===== src/rtl/lsu_bus_sequencer.sv =====
`default_nettype none
// ============================================================================
// Module   : lsu_bus_sequencer
// Purpose  : Multi-cycle load/store sequencer between a single-cycle core and
//            a req/ack data-memory bus. It stalls the core while a bus
//            transaction is in flight and forms the byte enables and the
//            lane-replicated store data. On loads it extracts the addressed
//            byte or halfword and sign- or zero-extends it. Illegal or
//            misaligned requests and bus timeouts are flagged.
// Ports    : clk, rst (async, active-high)
//            i_mem_rd, i_mem_wr, i_mem_mode, i_ld_unsigned,
//            i_addr, i_wdata                          - core request
//            o_stall, o_rdata, o_misalign_err, o_bus_err - core response
//            o_bus_req, o_bus_we, o_bus_addr, o_bus_be, o_bus_wdata,
//            i_bus_ack, i_bus_rdata                   - memory bus
// Revision : 1.0 - initial release
// ============================================================================
module lsu_bus_sequencer #(
    parameter int TIMEOUT_CYCLES = 255
) (
    input  logic        clk,
    input  logic        rst,
    input  logic        i_mem_rd,
    input  logic        i_mem_wr,
    input  logic [1:0]  i_mem_mode,
    input  logic        i_ld_unsigned,
    input  logic [31:0] i_addr,
    input  logic [31:0] i_wdata,
    output logic        o_stall,
    output logic [31:0] o_rdata,
    output logic        o_misalign_err,
    output logic        o_bus_err,
    output logic        o_bus_req,
    output logic        o_bus_we,
    output logic [31:0] o_bus_addr,
    output logic [3:0]  o_bus_be,
    output logic [31:0] o_bus_wdata,
    input  logic        i_bus_ack,
    input  logic [31:0] i_bus_rdata
);

    localparam int c_CNT_W = $clog2(TIMEOUT_CYCLES + 1);
    // The counter holds the number of REQ cycles already spent; the abort
    // decision is taken in the last allowed cycle so bus_req stays high for
    // exactly TIMEOUT_CYCLES cycles.
    localparam logic [c_CNT_W-1:0] c_CNT_LAST = c_CNT_W'(TIMEOUT_CYCLES - 1);

    localparam logic [1:0] c_MODE_BYTE = 2'b00;
    localparam logic [1:0] c_MODE_HALF = 2'b01;
    localparam logic [1:0] c_MODE_WORD = 2'b10;

    typedef enum logic [1:0] {
        S_IDLE = 2'd0,
        S_REQ  = 2'd1,
        S_DONE = 2'd2
    } state_t;

    state_t r_state;
    state_t w_next;

    logic               r_bus_req;
    logic               r_bus_we;
    logic [31:0]        r_bus_addr;
    logic [3:0]         r_bus_be;
    logic [31:0]        r_bus_wdata;
    logic [31:0]        r_data;
    logic [c_CNT_W-1:0] r_cnt;
    logic               r_err;
    logic [1:0]         r_lane;
    logic [1:0]         r_mode;
    logic               r_uns;

    logic        w_req;
    logic        w_illegal;
    logic        w_expire;
    logic        w_start;
    logic        w_stall;
    logic        w_misalign;
    logic [3:0]  w_be;
    logic [31:0] w_wdata;
    logic [7:0]  w_byte;
    logic [15:0] w_half;
    logic [31:0] w_rdata;

    // ------------------------------------------------------------------
    // Request decode
    // ------------------------------------------------------------------
    assign w_req     = i_mem_rd | i_mem_wr;
    assign w_illegal = (i_mem_mode == 2'b11)
                     | (i_mem_rd & i_mem_wr)
                     | ((i_mem_mode == c_MODE_HALF) & i_addr[0])
                     | ((i_mem_mode == c_MODE_WORD) & (i_addr[1:0] != 2'b00));
    assign w_expire  = (r_cnt == c_CNT_LAST);

    always_comb begin
        w_be    = 4'b1111;
        w_wdata = i_wdata;
        case (i_mem_mode)
            c_MODE_BYTE: begin
                w_be    = 4'b0001 << i_addr[1:0];
                w_wdata = {4{i_wdata[7:0]}};
            end
            c_MODE_HALF: begin
                w_be    = i_addr[1] ? 4'b1100 : 4'b0011;
                w_wdata = {2{i_wdata[15:0]}};
            end
            default: begin
                w_be    = 4'b1111;
                w_wdata = i_wdata;
            end
        endcase
    end

    // ------------------------------------------------------------------
    // FSM: state register
    // ------------------------------------------------------------------
    always_ff @(posedge clk or posedge rst) begin
        if (rst) begin
            r_state <= S_IDLE;
        end else begin
            r_state <= w_next;
        end
    end

    // ------------------------------------------------------------------
    // FSM: next state and core-facing handshake
    // ------------------------------------------------------------------
    always_comb begin
        w_next     = r_state;
        w_start    = 1'b0;
        w_stall    = 1'b0;
        w_misalign = 1'b0;
        case (r_state)
            S_IDLE: begin
                if (w_req) begin
                    if (w_illegal) begin
                        // Core commits with no memory effect; no stall.
                        w_misalign = 1'b1;
                    end else begin
                        w_stall = 1'b1;
                        w_start = 1'b1;
                        w_next  = S_REQ;
                    end
                end
            end
            S_REQ: begin
                w_stall = 1'b1;
                if (i_bus_ack || w_expire) begin
                    w_next = S_DONE;
                end
            end
            S_DONE: begin
                w_next = S_IDLE;
            end
            default: begin
                w_next = S_IDLE;
            end
        endcase
    end

    // ------------------------------------------------------------------
    // Bus fields, captured data, timeout counter and error flag
    // ------------------------------------------------------------------
    always_ff @(posedge clk or posedge rst) begin
        if (rst) begin
            r_bus_req   <= 1'b0;
            r_bus_we    <= 1'b0;
            r_bus_addr  <= 32'd0;
            r_bus_be    <= 4'd0;
            r_bus_wdata <= 32'd0;
            r_data      <= 32'd0;
            r_cnt       <= '0;
            r_err       <= 1'b0;
            r_lane      <= 2'd0;
            r_mode      <= 2'd0;
            r_uns       <= 1'b0;
        end else if (w_start) begin
            r_bus_req   <= 1'b1;
            r_bus_we    <= i_mem_wr;
            r_bus_addr  <= {i_addr[31:2], 2'b00};
            r_bus_be    <= w_be;
            r_bus_wdata <= w_wdata;
            r_lane      <= i_addr[1:0];
            r_mode      <= i_mem_mode;
            r_uns       <= i_ld_unsigned;
            r_cnt       <= '0;
            r_err       <= 1'b0;
        end else if (r_state == S_REQ) begin
            // Ack has priority over a same-cycle expiry.
            if (i_bus_ack) begin
                r_data    <= i_bus_rdata;
                r_bus_req <= 1'b0;
            end else if (w_expire) begin
                r_data    <= 32'd0;
                r_err     <= 1'b1;
                r_bus_req <= 1'b0;
            end else begin
                r_cnt <= r_cnt + c_CNT_W'(1);
            end
        end
    end

    // ------------------------------------------------------------------
    // Load extraction from the captured word
    // ------------------------------------------------------------------
    always_comb begin
        w_byte = r_data[7:0];
        case (r_lane)
            2'd0:    w_byte = r_data[7:0];
            2'd1:    w_byte = r_data[15:8];
            2'd2:    w_byte = r_data[23:16];
            default: w_byte = r_data[31:24];
        endcase
    end

    assign w_half = r_lane[1] ? r_data[31:16] : r_data[15:0];

    always_comb begin
        w_rdata = 32'd0;
        if ((r_state == S_DONE) && !r_bus_we) begin
            case (r_mode)
                c_MODE_BYTE: w_rdata = {{24{~r_uns & w_byte[7]}}, w_byte};
                c_MODE_HALF: w_rdata = {{16{~r_uns & w_half[15]}}, w_half};
                default:     w_rdata = r_data;
            endcase
        end
    end

    assign o_stall        = w_stall;
    assign o_misalign_err = w_misalign;
    assign o_rdata        = w_rdata;
    assign o_bus_err      = (r_state == S_DONE) & r_err;
    assign o_bus_req      = r_bus_req;
    assign o_bus_we       = r_bus_we;
    assign o_bus_addr     = r_bus_addr;
    assign o_bus_be       = r_bus_be;
    assign o_bus_wdata    = r_bus_wdata;

endmodule
`default_nettype wire


===== config.mk =====
export PLATFORM = sky130hd
export DESIGN_NAME = lsu_bus_sequencer
export DESIGN_NICKNAME = d
export VERILOG_FILES = /design/src/rtl/lsu_bus_sequencer.sv
export SDC_FILE = /design/constraint.sdc
export NUM_CORES = 1
export LEC_CHECK = 0
export CORE_MARGIN = 5
export CORE_UTILIZATION = 45
export DETAILED_ROUTE_END_ITERATION = 8
export PLACE_DENSITY = 0.87
export SETUP_SLACK_MARGIN = 0.5
export SKIP_CTS_REPAIR_TIMING = 1
export SLEW_MARGIN = 5
export SYNTH_ARGS = -nofsm -noshare
export SYNTH_HDL_FRONTEND = slang
export SYNTH_SLANG_ARGS = --single-unit

===== constraint.sdc =====
create_clock -name clk -period 5.42 [get_ports clk]
set_input_delay 1.084 -clock clk [delete_from_list [all_inputs] [get_ports clk]]
set_output_delay 1.084 -clock clk [all_outputs]
set_load 0.02 [all_outputs]

After elaboration in Yosys (flattened, before gate mapping)
Index checks and enable logic that the tools add are counted.
Widths: inputs -> output; s select.
{ "op_classes": {"addsub": 1, "eq_ne": 14, "shift": 1, "muxes": 32, "bitwise": 12, "n_reduce_logical": 17} }
{ "op_table": {"columns": ["cell", "n"], "rows": [
  ["$pmux 32 s2", 2],
  ["$mux 32", 3],
  ["$mux 8", 4],
  ["$pmux 8 s3", 1],
  ["$mux 16", 1],
  ["$mux 1", 14],
  ["$reduce_and 3->1", 4],
  ["$add 8x1->8 const B", 1],
  ["$eq 2x1->1 const B", 4],
  ["$eq 2x2->1 const B", 4],
  ["$eq 8x8->1 const B", 1],
  ["$logic_not 2->1", 4],
  ["$pmux 4 s2", 1],
  ["$reduce_bool 2->1", 4],
  ["$and 1x1->1", 6],
  ["$mux 2", 3],
  ["$ne 2x2->1 const B", 3],
  ["$mux 4", 1],
  ["$ne 2x1->1 const B", 2],
  ["$or 1x1->1", 4],
  ["$pmux 2 s2", 1],
  ["$shl 1x2->4 const A", 1],
  ["$reduce_bool 3->1", 1],
  ["$not 1->1", 2],
  ["5 further kinds", 5]
]} }
{ "totals": {"ff_bits": 116, "inputBits": 104, "elab_cells": 89} }

Longest topological paths before layout
{ "logic_depth": {"depth_word": 9, "ltp_mapped": 7, "depth_no_buf": 6} }

Worst setup path after synthesis
Ideal clock, no wire load.
{ "synth_path": {"kind": "input-to-output", "startpoint": "in i_addr[1]", "endpoint": "out o_stall", "arrival_ps": 2126, "required_time_ps": 4336, "slack_ps": 2210, "path_stages": 5, "cell_sequence": "nor3_2 o2111ai_2 buf_2 buf_2 o21ai_1"} }
{ "synth_between": {"elab_chain_cells": 6} }
{ "synth_lines": {"columns": ["item", "line_no", "source"], "rows": [
  ["start, declared", "27", "input logic [31:0] i_addr,"],
  ["$reduce_bool 2->1", "92", "| ((i_mem_mode == c_MODE_WORD) & (i_addr[1:0] != 2'b00));"],
  ["$and 1x1->1", "92", null],
  ["$or 1x1->1", "92", null],
  ["$mux 1", "136", "if (w_illegal) begin"],
  ["$mux 1", "135", "if (w_req) begin"],
  ["$pmux 1 s2", "133", "case (r_state)"],
  ["end, declared", "29", "output logic o_stall,"]
]} }
No other way between the ends.

Worst setup path after layout
{ "layout_path": {"startpoint": "reg r_lane[1]", "endpoint": "out o_rdata[12]"} }
{ "layout_between": {"elab_chain_cells": 5, "word_cells_on_any_way": 8} }
{ "layout_lines": {"columns": ["item", "line_no", "source"], "rows": [
  ["start, declared", "69", "logic [1:0] r_lane;"],
  ["start signal, assigned", "183", "r_lane <= i_addr[1:0];"],
  ["$eq 2x2->1, or another cell as far along", "208", "case (r_lane)"],
  ["$pmux 8 s3", "208", null],
  ["$and 1x1->1", "222", "c_MODE_BYTE: w_rdata = {{24{~r_uns & w_byte[7]}}, w_byte};"],
  ["$pmux 32 s2 *", "221", "case (r_mode)"],
  ["$mux 32 *", "220", "if ((r_state == S_DONE) && !r_bus_we) begin"],
  ["end, declared", "30", "output logic [31:0] o_rdata,"]
]} }
Mark *: on every way between the ends. The rest lies on a longest branch, timed or not.

==> results.json <==
{
  "yosys.area.top_type": "dfrtp_1",
  "crit_fanout": 25,
  "cts.sinks": 116,
  "dr.pass1.iters": 6,
  "nNetsFinal": 964,
  "place.port_buffers": 206,
  "grt_pass1_wl_mm": 26.4,
  "drt_first_iter_violations": 425,
  "grt_overflow_total": 0,
  "ys_async_sr_fraction": 1.00,
  "status": "finished, final reports clean",
  "routed-via-count": 5287,
  "critPathCaptureType": "output pin",
  "start_util": 0.457,
  "max_freq_mhz": 239,
  "power_density_mw_per_mm2": 466,
  "hold_class": "flop to flop",
  "syn_area_mm2": 0.00574,
  "fp.dieH_um": 123,
  "crit_slowest_cell": "dfrtp_1",
  "remaining_drc_errors": 0,
  "synth-edff-count": 0,
  "routedWlPerCell_um": 16.0,
  "cts_buffers": 17,
  "crit_family": "flip-flops",
  "critical_path_required_ps": 4340,
  "rows": 41,
  "track_usage": 0.226,
  "setup_viol": 0,
  "ir_drop_uv": 278,
  "viasPerCell": 5.07,
  "netlist_top_cells_count": "nand2_1, dfrtp_1, o21ai_1",
  "fin_setup_tns_ps": 0,
  "final.setup_skew_ps": 9.15,
  "place.gp.congestion": 0.899,
  "crit_chain": "mux2i_1 > or2_4 > a211oi_4 > o311a_1 > clkdlybuf4s50_1",
  "max-slew-margin-rel": 0.238,
  "hold_depth": 2,
  "drive_above_1_share": 0.0666,
  "ys.flop_type": "dfrtp_1",
  "netlist_top_cells_area": "dfrtp_1, nand2_1, mux2i_1",
  "cp_num_buf_inv": 1,
  "synth_seq_cells": 116,
  "synth_top_area_share": 0.506,
  "maxCapViolCount": 0,
  "min_period_over_period": 0.773,
  "fin_ws_ps": 1230,
  "dp_slack_ps": 1330,
  "critPathMaxStageDelay_ps": 930,
  "avgSynthCellArea_um2": 8.56,
  "finalWirelength_mm": 16.7,
  "drv_slew": 0,
  "die_area_mm2": 0.0151,
  "syn_inst": 671,
  "antenna_left": 0,
  "grt_max_degree": 107,
  "area_growth_pct": 46.7,
  "layout_min_cycle_time_ps": 4190,
  "p_leak_nw": 3.86,
  "p_total_w": 0.00392,
  "tightest_slew_ps": 1140,
  "path_depth": 5,
  "clk_latency_ps": 410,
  "path_clk_slew_ps": 50,
  "worst_r2r_path_depth": 6,
  "fin_util": 0.670,
  "synth_cell_types": 47,
  "antenna_found_initial": 1,
  "grt_pass1_vias": 5260,
  "clock-root-buffer": "clkbuf_16",
  "core_mm2": 0.0126,
  "io-pin-count": 209,
  "ys_warn_count": 0,
  "nFillCells": 981,
  "cts_tree": "yes",
  "crit_type": "flop to output pin",
  "cts_max_level": 4,
  "die_width_um": 123,
  "clk_path_buf_depth": 2,
  "seq_area_frac_synth": 0.506,
  "synth.most_common_cell": "nand2_1",
  "dp_hpwl_mm": 12.2,
  "diodes": 0,
  "final_hold_viol_count": 0,
  "start_kind": "flop",
  "arrival_ps": 3100,
  "rsz0062_at_grt": "no"
}
-- registers in the layout, summed over array words and instances, names as in the netlist --
signal	cells
r_uns	1
r_cnt	8
o_bus_addr	30
r_data	32
o_bus_we	1
o_bus_wdata	32
r_state	2
o_bus_be	4
r_lane	2
r_err	1
o_bus_req	1
r_mode	2
-- final timing paths --
path,start,to,slack [ps]
setup reg to reg,r_cnt[0]$_DFFE_PP0P_,r_data[29]$_DFFE_PP0P_,3070
hold reg to reg,o_bus_addr[7]$_DFFE_PP0P_,o_bus_addr[7]$_DFFE_PP0P_,470
max in group asynchronous,rst,r_uns$_DFFE_PP0P_,3430
hold / removal,o_bus_addr[7]$_DFFE_PP0P_,o_bus_addr[7]$_DFFE_PP0P_,470
setup / recovery,r_lane[1]$_DFFE_PP0P_,o_rdata[12],1230
min in group asynchronous,rst,o_bus_addr[31]$_DFFE_PP0P_,1110
-- routing by layer --
metal,vias to the layer above,wire [um],global-route usage,share of wire
li1,2601,-,-,-
met1,2443,6470,0.268,0.39
met3,33,1860,0.0947,0.11
met5,-,13,0,0.00078
met2,208,7960,0.367,0.48
met4,2,422,0.0861,0.025
-- final cells by class --
type                            count  area, um^2  area share
Sequential cell                   116        2900       0.345
Tap cell                          172         215      0.0255
Timing Repair Buffer              213        2110       0.251
Multi-Input combinational cell    472        2500       0.297
Inverter                           38         145      0.0172
Clock inverter                     13         103      0.0122
Clock buffer                       19         443      0.0526
-- cells by family (layout without fill, tap and decap cells) --
group	after synthesis	count (layout)	share of synthesized area
and+or+nand+nor	309	309	0.230
AOI/OAI and AO/OA	124	124	0.137
DFF	116	116	0.506
buffers and inverters	84	283	0.0621
muxes	33	33	0.0577
adders and majority gates	2	2	0.00436
xor gates and xnor gates	2	2	0.00305
other	1	2	0.000653
-- worst min-delay path: cells and delay by family (launching register included) --
| kind | cells | cell delay [ps] |
|---|---|---|
| DFF | 1 | 340 |
| and+or+nand+nor | 2 | 100 |
-- cell usage in the layout (no fill, tap or decap), types with 3 or more instances in the layout --
cell type / synthesis / final
inv_1: 38 / 37
o221a_2: 4 / 4
dfrtp_1: 116 / 116
inv_6: 0 / 3
a31oi_1: 7 / 7
nor2b_1: 8 / 8
or3_1: 3 / 3
o21ai_0: 18 / 18
mux2i_1: 32 / 32
clkdlybuf4s50_1: 0 / 206
clkinvlp_4: 0 / 6
o21ai_1: 52 / 52
a21oi_1: 20 / 20
clkbuf_16: 0 / 17
nand3_1: 34 / 34
nor3_1: 7 / 7
o311a_1: 7 / 7
clkinv_4: 0 / 3
nand2_1: 219 / 219
o221a_1: 3 / 3
nor2_1: 21 / 20
buf_4: 5 / 7
-- stage by stage --
stage | hold WS [ps] | instances | area (um^2)
2_1_floorplan | 454 | 672 | 5750
3_3_place_gp | 457 | 1011 | 7880
3_5_place_dp | 462 | 1011 | 7880
4_1_cts | 476 | 1043 | 8420
5_1_grt | 503 | 1043 | 8420
6_report | 471 | 1043 | 8420
-- report_power, final --
| group | internal, W | switching [W] |
|---|---|---|
| Sequential | 0.00118 | 0.000290 |
| Clock | 0.000599 | 0.000405 |
| Combinational | 0.000664 | 0.000784 |
Note: power is estimated with default switching activity, not from simulation.
